File: config.mk
export PLATFORM = sky130hd
export DESIGN_NAME = inst_fetch_queue_flat
export DESIGN_NICKNAME = d
export VERILOG_FILES = /design/src/rtl/inst_fetch_queue_if.sv /design/src/rtl/inst_fetch_queue.sv /design/src/flat_wrapper.sv
export SDC_FILE = /design/constraint.sdc
export NUM_CORES = 1
export LEC_CHECK = 0
export ABC_AREA = 1
export CAP_MARGIN = 20
export CORE_MARGIN = 10
export CORE_UTILIZATION = 23
export DETAILED_ROUTE_END_ITERATION = 8
export RECOVER_POWER = 100
export SETUP_SLACK_MARGIN = 0.05
export SLEW_MARGIN = 15
export SYNTH_ARGS = -nofsm -noshare
export SYNTH_HDL_FRONTEND = slang
export SYNTH_SLANG_ARGS = --single-unit
File: constraint.sdc
create_clock -name clk_in -period 7.9 [get_ports clk_in]
set_clock_uncertainty 0.2 [all_clocks]
set_input_delay 1.185 -clock clk_in [delete_from_list [all_inputs] [get_ports clk_in]]
set_output_delay 1.185 -clock clk_in [all_outputs]
set_load 0.03 [all_outputs]
File: src/rtl/inst_fetch_queue_if.sv
// inst_fetch_queue_if: icache, branch predictor and decode-side handshake bundle
interface inst_fetch_queue_if;
  logic        ic_req_valid;
  logic [31:0] ic_pc;
  logic        ic_ready_in;
  logic [31:0] ic_inst;
  logic [31:0] bp_pc;
  logic        bp_taken;
  logic        deq_valid;
  logic        deq_ready;
  logic [31:0] deq_inst;
  logic [31:0] deq_pc;
  logic        deq_pred;
  logic [31:0] deq_target;
  modport master (
    output ic_req_valid, ic_pc, bp_pc, deq_valid, deq_inst, deq_pc, deq_pred, deq_target,
    input  ic_ready_in, ic_inst, bp_taken, deq_ready
  );
  modport slave (
    input  ic_req_valid, ic_pc, bp_pc, deq_valid, deq_inst, deq_pc, deq_pred, deq_target,
    output ic_ready_in, ic_inst, bp_taken, deq_ready
  );
endinterface

File: src/rtl/inst_fetch_queue.sv
// inst_fetch_queue: fetch, static/dynamic next-PC prediction and circular instruction queue.
// Optional same-cycle fetch-to-decode bypass on an empty queue: define IFQ_BYPASS_EN.
module inst_fetch_queue #(
  parameter int          IQ_WIDTH = 4,
  parameter logic [31:0] RESET_PC = 32'h0
) (
  input  logic                  clk_in,
  input  logic                  rst_n_in,
  input  logic                  rdy_in,
  input  logic                  clr_in,
  input  logic [31:0]           clr_pc,
  inst_fetch_queue_if.master    ifq,
  output logic [IQ_WIDTH:0]     iq_count
);
  localparam logic [IQ_WIDTH:0] DEPTH = {1'b1, {IQ_WIDTH{1'b0}}};
  localparam logic [6:0] OP_JAL = 7'b1101111;
  localparam logic [6:0] OP_BR  = 7'b1100011;
  typedef enum logic [1:0] {FLUSH, RUN, HOLD} state_e;
  typedef struct packed {
    logic [31:0] inst;
    logic [31:0] pc;
    logic        pred;
    logic [31:0] target;
  } entry_t;
  state_e              state_q, state_d;
  logic                req_q, req_d;
  logic [31:0]         pc_q, pc_d;
  logic [IQ_WIDTH-1:0] head_q, head_d, tail_q, tail_d;
  logic [IQ_WIDTH:0]   count_q, count_d;
  entry_t              mem_q [1<<IQ_WIDTH];
  entry_t              fetch_e, head_e;
  logic [6:0]          opcode;
  logic [31:0]         imm_j, imm_b;
  logic                enq, byp, wr, deq, deq_valid;
  // Decode the fetched word and predict its successor PC
  always_comb begin
    opcode         = ifq.ic_inst[6:0];
    imm_j          = {{11{ifq.ic_inst[31]}}, ifq.ic_inst[31], ifq.ic_inst[19:12], ifq.ic_inst[20], ifq.ic_inst[30:21], 1'b0};
    imm_b          = {{19{ifq.ic_inst[31]}}, ifq.ic_inst[31], ifq.ic_inst[7], ifq.ic_inst[30:25], ifq.ic_inst[11:8], 1'b0};
    fetch_e.inst   = ifq.ic_inst;
    fetch_e.pc     = pc_q;
    fetch_e.pred   = (opcode == OP_JAL) || (opcode == OP_BR && ifq.bp_taken);
    fetch_e.target = !fetch_e.pred ? pc_q + 32'd4 : (opcode == OP_JAL) ? pc_q + imm_j : pc_q + imm_b;
  end
  // Handshakes; a flush or a frozen pipeline suppresses every transfer, so deq_valid drops too
  always_comb begin
    enq       = rdy_in && !clr_in && req_q && ifq.ic_ready_in;
`ifdef IFQ_BYPASS_EN
    byp       = enq && (count_q == '0) && ifq.deq_ready;
`else
    byp       = 1'b0;
`endif
    wr        = enq && !byp;
    deq_valid = rdy_in && !clr_in && ((count_q != '0) || byp);
    deq       = deq_valid && ifq.deq_ready && !byp;
    head_e    = byp ? fetch_e : mem_q[head_q];
  end
  assign ifq.ic_req_valid = req_q;
  assign ifq.ic_pc        = pc_q;
  assign ifq.bp_pc        = pc_q;
  assign ifq.deq_valid    = deq_valid;
  assign ifq.deq_inst     = head_e.inst;
  assign ifq.deq_pc       = head_e.pc;
  assign ifq.deq_pred     = head_e.pred;
  assign ifq.deq_target   = head_e.target;
  assign iq_count         = count_q;
  // Next state: a flush wins over any same-cycle enqueue, dequeue or icache response
  always_comb begin
    state_d = state_q;
    req_d   = req_q;
    pc_d    = pc_q;
    head_d  = head_q;
    tail_d  = tail_q;
    count_d = count_q;
    if (rdy_in && clr_in) begin
      state_d = FLUSH;
      req_d   = 1'b0;
      pc_d    = clr_pc;
      head_d  = '0;
      tail_d  = '0;
      count_d = '0;
    end else if (rdy_in) begin
      pc_d    = enq ? fetch_e.target : pc_q;
      head_d  = head_q + IQ_WIDTH'(deq);
      tail_d  = tail_q + IQ_WIDTH'(wr);
      count_d = count_q + (IQ_WIDTH+1)'(wr) - (IQ_WIDTH+1)'(deq);
      state_d = (state_q == FLUSH) ? RUN : (count_d == DEPTH) ? HOLD : RUN;
      req_d   = (state_d == RUN) && (count_d < DEPTH);
    end
  end
  // Control state with asynchronous reset; the fetch request is a registered FSM output
  always_ff @(posedge clk_in or negedge rst_n_in) begin
    if (!rst_n_in) begin
      state_q <= FLUSH;
      req_q   <= 1'b0;
      pc_q    <= RESET_PC;
      head_q  <= '0;
      tail_q  <= '0;
      count_q <= '0;
    end else begin
      state_q <= state_d;
      req_q   <= req_d;
      pc_q    <= pc_d;
      head_q  <= head_d;
      tail_q  <= tail_d;
      count_q <= count_d;
    end
  end
  // Entry storage needs no reset: occupancy alone decides which slots are meaningful
  always_ff @(posedge clk_in) begin
    if (wr) mem_q[tail_q] <= fetch_e;
  end
endmodule

File: src/flat_wrapper.sv
// flat-port wrapper written by rule: the top's interface ports become plain ports
module inst_fetch_queue_flat 
#(
  parameter int          IQ_WIDTH = 4,
  parameter logic [31:0] RESET_PC = 32'h0
)
  (clk_in, rst_n_in, rdy_in, clr_in, clr_pc, iq_count, ifq_ic_req_valid, ifq_ic_pc, ifq_bp_pc, ifq_deq_valid, ifq_deq_inst, ifq_deq_pc, ifq_deq_pred, ifq_deq_target, ifq_ic_ready_in, ifq_ic_inst, ifq_bp_taken, ifq_deq_ready);
  inst_fetch_queue_if ifq_i ();
  input  logic clk_in;
  input  logic rst_n_in;
  input  logic rdy_in;
  input  logic clr_in;
  input  logic [31:0] clr_pc;
  output logic [IQ_WIDTH:0] iq_count;
  output wire logic [$bits(ifq_i.ic_req_valid)-1:0] ifq_ic_req_valid;
  output wire logic [$bits(ifq_i.ic_pc)-1:0] ifq_ic_pc;
  output wire logic [$bits(ifq_i.bp_pc)-1:0] ifq_bp_pc;
  output wire logic [$bits(ifq_i.deq_valid)-1:0] ifq_deq_valid;
  output wire logic [$bits(ifq_i.deq_inst)-1:0] ifq_deq_inst;
  output wire logic [$bits(ifq_i.deq_pc)-1:0] ifq_deq_pc;
  output wire logic [$bits(ifq_i.deq_pred)-1:0] ifq_deq_pred;
  output wire logic [$bits(ifq_i.deq_target)-1:0] ifq_deq_target;
  input wire logic [$bits(ifq_i.ic_ready_in)-1:0] ifq_ic_ready_in;
  input wire logic [$bits(ifq_i.ic_inst)-1:0] ifq_ic_inst;
  input wire logic [$bits(ifq_i.bp_taken)-1:0] ifq_bp_taken;
  input wire logic [$bits(ifq_i.deq_ready)-1:0] ifq_deq_ready;
  assign ifq_ic_req_valid = ifq_i.ic_req_valid;
  assign ifq_ic_pc = ifq_i.ic_pc;
  assign ifq_bp_pc = ifq_i.bp_pc;
  assign ifq_deq_valid = ifq_i.deq_valid;
  assign ifq_deq_inst = ifq_i.deq_inst;
  assign ifq_deq_pc = ifq_i.deq_pc;
  assign ifq_deq_pred = ifq_i.deq_pred;
  assign ifq_deq_target = ifq_i.deq_target;
  assign ifq_i.ic_ready_in = ifq_ic_ready_in;
  assign ifq_i.ic_inst = ifq_ic_inst;
  assign ifq_i.bp_taken = ifq_bp_taken;
  assign ifq_i.deq_ready = ifq_deq_ready;
  inst_fetch_queue #(.IQ_WIDTH(IQ_WIDTH), .RESET_PC(RESET_PC)) u_core (.clk_in(clk_in), .rst_n_in(rst_n_in), .rdy_in(rdy_in), .clr_in(clr_in), .clr_pc(clr_pc), .ifq(ifq_i), .iq_count(iq_count));
endmodule
After elaboration in Yosys (flattened, before gate mapping)
Memories as Yosys holds them, arrays and structs flattened. Cells that the tools add are included.

Reduce and logical (&&, ||, !) cells: 15. Order comparisons: 1. Mux-type cells: 19. $add $sub $neg: 7. Equality and inequality tests: 4.

Operator list (count): two-way mux 32 bit (5); adder 32 bit (2); adder 32 x 3 -> 32 bit (second input constant) (1); two-way mux 4 bit (4); == test 7 bit (second input constant) (2); two-way mux 5 bit (2); adder 4 x 1 -> 4 bit (2); logical AND 1 bit (8); two-way mux 2 bit (4); adder 5 x 1 -> 5 bit (1); == test 5 bit (second input constant) (1); less-than comparator 5 bit (second input constant) (1); nonzero test 5 bit (1); subtractor 5 x 1 -> 5 bit (1); two-way mux 1 bit (4); nonzero test 2 bit (2); == test 2 x 1 -> 1 bit (second input constant) (1); logical NOT 2 bit (1); AND reduction 2 bit (1); logical NOT 1 bit (1); logical OR 1 bit (1).

Memory bits (writable): 1552. Logic and storage cells: 53. Memories kept: 1. Flip-flop bits (word level): 48.

Memory list: u_core.mem_q (words 16, width 97, read ports 1, clocked after Yosys merged registers in 0, write ports 1, line inst_fetch_queue.sv:30) `entry_t mem_q [1<<IQ_WIDTH];`.

Depth between registers and ports, before layout
Word-level depth: 13. Mapped depth: 21.

Least setup slack after synthesis
OpenSTA, ideal clock, no wires.

Path kind: input to register. From: input rdy_in. To: memory u_core.mem_q[0][10] (netlist name), enable pin. Data arrival time: 5.927 ns. Slack: 1.221 ns. Stages on the path: 7. Library setup time: 0.552 ns. Buffers on the path: 1. Required time: 7.148 ns. Cells stage by stage: inv_2 > nor2_4 > nand3_2 > inv_2 > buf_2 > nand3_1 > nor2_1.

Longest elaborated chain between the ends: 5.

RTL lines: from (decl) (line flat_wrapper.sv:11) `input logic rdy_in;`; logical AND 1 bit (3 in series) (line inst_fetch_queue.sv:47) `enq = rdy_in && !clr_in && req_q && ifq.ic_ready_in;`; two-way mux 1 bit (line inst_fetch_queue.sv:111) `if (wr) mem_q[tail_q] <= fetch_e;`; two-way mux 1 bit (not written as such) (line inst_fetch_queue.sv:111); to (decl) (line inst_fetch_queue.sv:30).

Every way passes these cells.

Worst setup path after layout
From: register u_core.head_q[1]. To: output ifq_deq_target[15].

Longest elaborated chain between the ends: 1.

RTL lines: from (decl) (line inst_fetch_queue.sv:28) `logic [IQ_WIDTH-1:0] head_q, head_d, tail_q, tail_d;`; from (signal assigned) (line inst_fetch_queue.sv:97) `head_q <= '0;`; from (signal assigned) (line inst_fetch_queue.sv:104) `head_q <= head_d;`; memory (16 x 97 bit); to (decl) (line flat_wrapper.sv:22) `output wire logic [$bits(ifq_i.deq_target)-1:0] ifq_deq_target;`.

Every way passes these cells.

==> run metrics <==
status finished, violations left; failing checks max-capacitance violations, max-slew violations; measured slew at the worst slew-check pin 4108 ps; Die Y ~550 um; leading area contributor after synthesis edfxtp_1; Clk pin slew, worst setup/hold paths approximately 60 ps; slowest cell delay on critical path around 1500 ps; CTS Hold Buffers Added 0; Via-to-Cell Ratio approximately 4.8; clk_lat worst skew between 800 and 900 ps; most frequent cell after synthesis edfxtp_1; FF-to-FF Start u_core.ifq.ic_req_valid$_DFFE_PN0P_; Switching Share ~27%; Setup crit end kind output port; Post-synth top cells 1,536 x edfxtp_1, 852 x nor2_1, 784 x o21ai_0; width of the die roughly 550 um; sequential area share after synthesis between 70 and 80%; GRT Util Overall roughly an eighth; TritonCTS clock tree done; Core Box Area roughly 280,000 um^2; Starting Density a little under a quarter; crit-path leading delay family buffers and inverters; Psw roughly 5.4 mW; IO Pins about 240; WL/cell between 20 and 25 um; CP max-delay cell inv_4; Leak Pwr between 20 and 25 nW; Final nets 5,362; Cell Chain, Critical Path inv_4 -> buf_12 -> o21ai_0 -> o221ai_1 -> nand3_1 -> nand2_1 -> dlygate4sd3_1; Max clock buf depth 3; IO Port Bufs 238; FFs w/ async S/R, synth roughly 2.9%; via count 43,643; post-CTS setup buffers 0; share of cells above drive strength 1 5.600%; # setup viols final 0; critical setup path kind reg2out; Pwr Density about 260 nW/um^2; max_slew headroom -173.8%; post-synthesis register bit count about 1,600; fmax 144.0 MHz; HP Class reg2reg; row cnt around 200; CTS H-tree lvls 4; largest net degree at the start of global routing 229; post-synth top area share approximately 71%; Crit. Startpoint u_core.head_q[1]$_DFFE_PN0P_; Setup TNS 0 ps; CP required 6510 ps; CP max FO approximately 160; GPL Wtd Cong about 0.89; share of total power in sequential cells 48.3%; number of detailed-route iterations in the first pass 6; drt initial violations roughly 5,100; YS warnings 0; Top FF cell, synth edfxtp_1; GRT Residual Overflow 0; WHS between 300 and 400 ps; Cells after Synth a little over 5,000; peak supply drop approximately 210 uV; Power Internal ~15 mW; first-pass GRT wire length between 300,000 and 400,000 um; vias in the first global route between 40,000 and 50,000; Syn Area/Cell 12.70 um^2; Final Max Tran Viols between 1,500 and 2,000; Area Growth Syn to Fin 17.29%; # clock sinks 1,582; startpoint types flip-flop; initial antenna violation count 56; CTS buffer count about 160; Synth cell types 47; Critical Path AT about 5600 ps; Clk network pwr share a little under two fifths; Max-Cap Viols 54; detailed placement HPWL approximately 120,000 um; DRC 0; min-delay src u_core.ifq.bp_pc[30]$_DFFE_PN0P_; RSZ-0062 raised after global routing false; final worst-path cycle share just under 90%; CP bufs+invs 3; post-CTS sizing 0; final wirelength around 210,000 um; Filler cells between 20,000 and 30,000; largest cells by area after synthesis edfxtp_1 71%, o21ai_0 6.0%, nor2_1 4.9%, o221ai_1 4.3%, nand2_1 2.7%; Final Hold Viols 0; Die Area 305,400 um^2; CTS root buf clkbuf_16; Logic pwr share between 10% and 20%; Syn Nets around 5,300; DRT antenna net count 0; crit path time final around 6900 ps; EDFF count, synth 1,536; Cell Area, Synth 65,240 um^2
[routing by layer]
layer,wire [um],up-vias,track usage (%),share of wire [%]
met3,16840,398,2.924,8.0
met4,7915,10,5.508,3.8
met1,87400,22112,16.93,42
met5,66,-,0,0.031
met2,98190,1854,21.08,47
li1,-,19269,-,-
[cell usage in the layout (no fill, tap or decap), types with 6 or more instances in the layout]
| master | count |
|---|---|
| clkbuf_16 | 163 |
| a21oi_1 | 27 |
| buf_12 | 15 |
| clkbuf_2 | 12 |
| or2_2 | 6 |
| clkinv_1 | 33 |
| diode_2 | 19 |
| o21ai_0 | 789 |
| nand3_1 | 197 |
| bufinv_16 | 14 |
| dfrtp_1 | 42 |
| buf_4 | 11 |
| nand2_1 | 463 |
| xnor2_1 | 9 |
| edfxtp_1 | 1536 |
| nor2_4 | 8 |
| clkinv_16 | 7 |
| clkinv_2 | 22 |
| o211ai_1 | 68 |
| xor2_1 | 19 |
| inv_1 | 172 |
| nand4_1 | 10 |
| o221ai_1 | 317 |
| a22oi_1 | 26 |
| nor3_1 | 19 |
| o21ai_1 | 18 |
| clkdlybuf4s50_1 | 49 |
| o22ai_1 | 72 |
| clkbuf_1 | 107 |
| nor2_1 | 846 |
| dlygate4sd3_1 | 188 |
| ha_1 | 44 |
[cells by family after synthesis]
kind of cell,synth area share [%]
AOI/OAI and AO/OA,12.55
xor gates and xnor gates,0.3759
adders and majority gates,0.9052
buffers and inverters,3.966
DFF,72.46
muxes,0.08629
and+or+nand+nor,9.656
[area by class of cell]
| type | count | area (um^2) | share of cell area [%] |
|---|---|---|---|
| antenna | 19 | 47.55 | 0.06213 |
| sequential | 1582 | 47290 | 61.80 |
| multi-input combinational | 2976 | 15420 | 20.15 |
| clock buffer | 206 | 4270 | 5.580 |
| clock inverter | 88 | 1036 | 1.354 |
| inverter | 180 | 704.4 | 0.9205 |
| timing repair buffer | 343 | 3074 | 4.017 |
| tap | 3743 | 4683 | 6.120 |
[state kept, by name (all words and copies together), names as in the netlist]
register,count
u_core.ifq.bp_pc,32
u_core.iq_count,5
u_core.ifq.ic_req_valid,1
u_core.head_q,4
u_core.mem_q,1536
u_core.tail_q,4
[power by group through the flow]
| stage | clock (mW) | combinational [mW] | sequential, mW |
|---|---|---|---|
| 2_1_floorplan | 0 | 1.59 | 9.86 |
| 3_3_place_gp | 0 | 2.71 | 9.82 |
| 3_5_place_dp | 0 | 2.75 | 9.82 |
| 4_1_cts | 7.76 | 2.76 | 9.64 |
| 5_1_grt | 8.10 | 2.93 | 9.63 |
| 6_report | 7.63 | 2.69 | 9.63 |
[metrics by stage]
step                instances  power [mW]  utilization [%]  cell area (um^2)  setup WS [ps]
floorplan                5138       11.45                -             65240           1221
global placement         8817       12.52            25.35             71560           1776
detailed placement       8819       12.57            25.36             71590           1791
CTS                      9113       20.17            27.24             76900           1543
global route             9129       20.67            27.10             76500          693.9
finish                   9137       19.94            27.11             76520          956.3
[worst reg2reg max path: stages (launching register included)]
cell and delay [ps]:
dfrtp_1 380, nand3_1 400, inv_1 310, nand3_1 280
nor2_1 290, clkbuf_1 2740
[final timing paths]
check | cells after the start | slack, ps | to
max in group asynchronous | 1 | 4230 | u_core.head_q[2]$_DFFE_PN0P_
worst min-delay path | 2 | 310 | u_core.ifq.bp_pc[30]$_DFFE_PN0P_
worst max register to register | 5 | 2750 | u_core.mem_q[1][22]$_DFFE_PP_
worst max-delay path | 7 | 960 | ifq_deq_target[15]
worst min register to register | 2 | 310 | u_core.ifq.bp_pc[30]$_DFFE_PN0P_
min in group asynchronous | 1 | 1140 | u_core.ifq.bp_pc[1]$_DFFE_PN0P_
(Power assumes the default switching activity.)
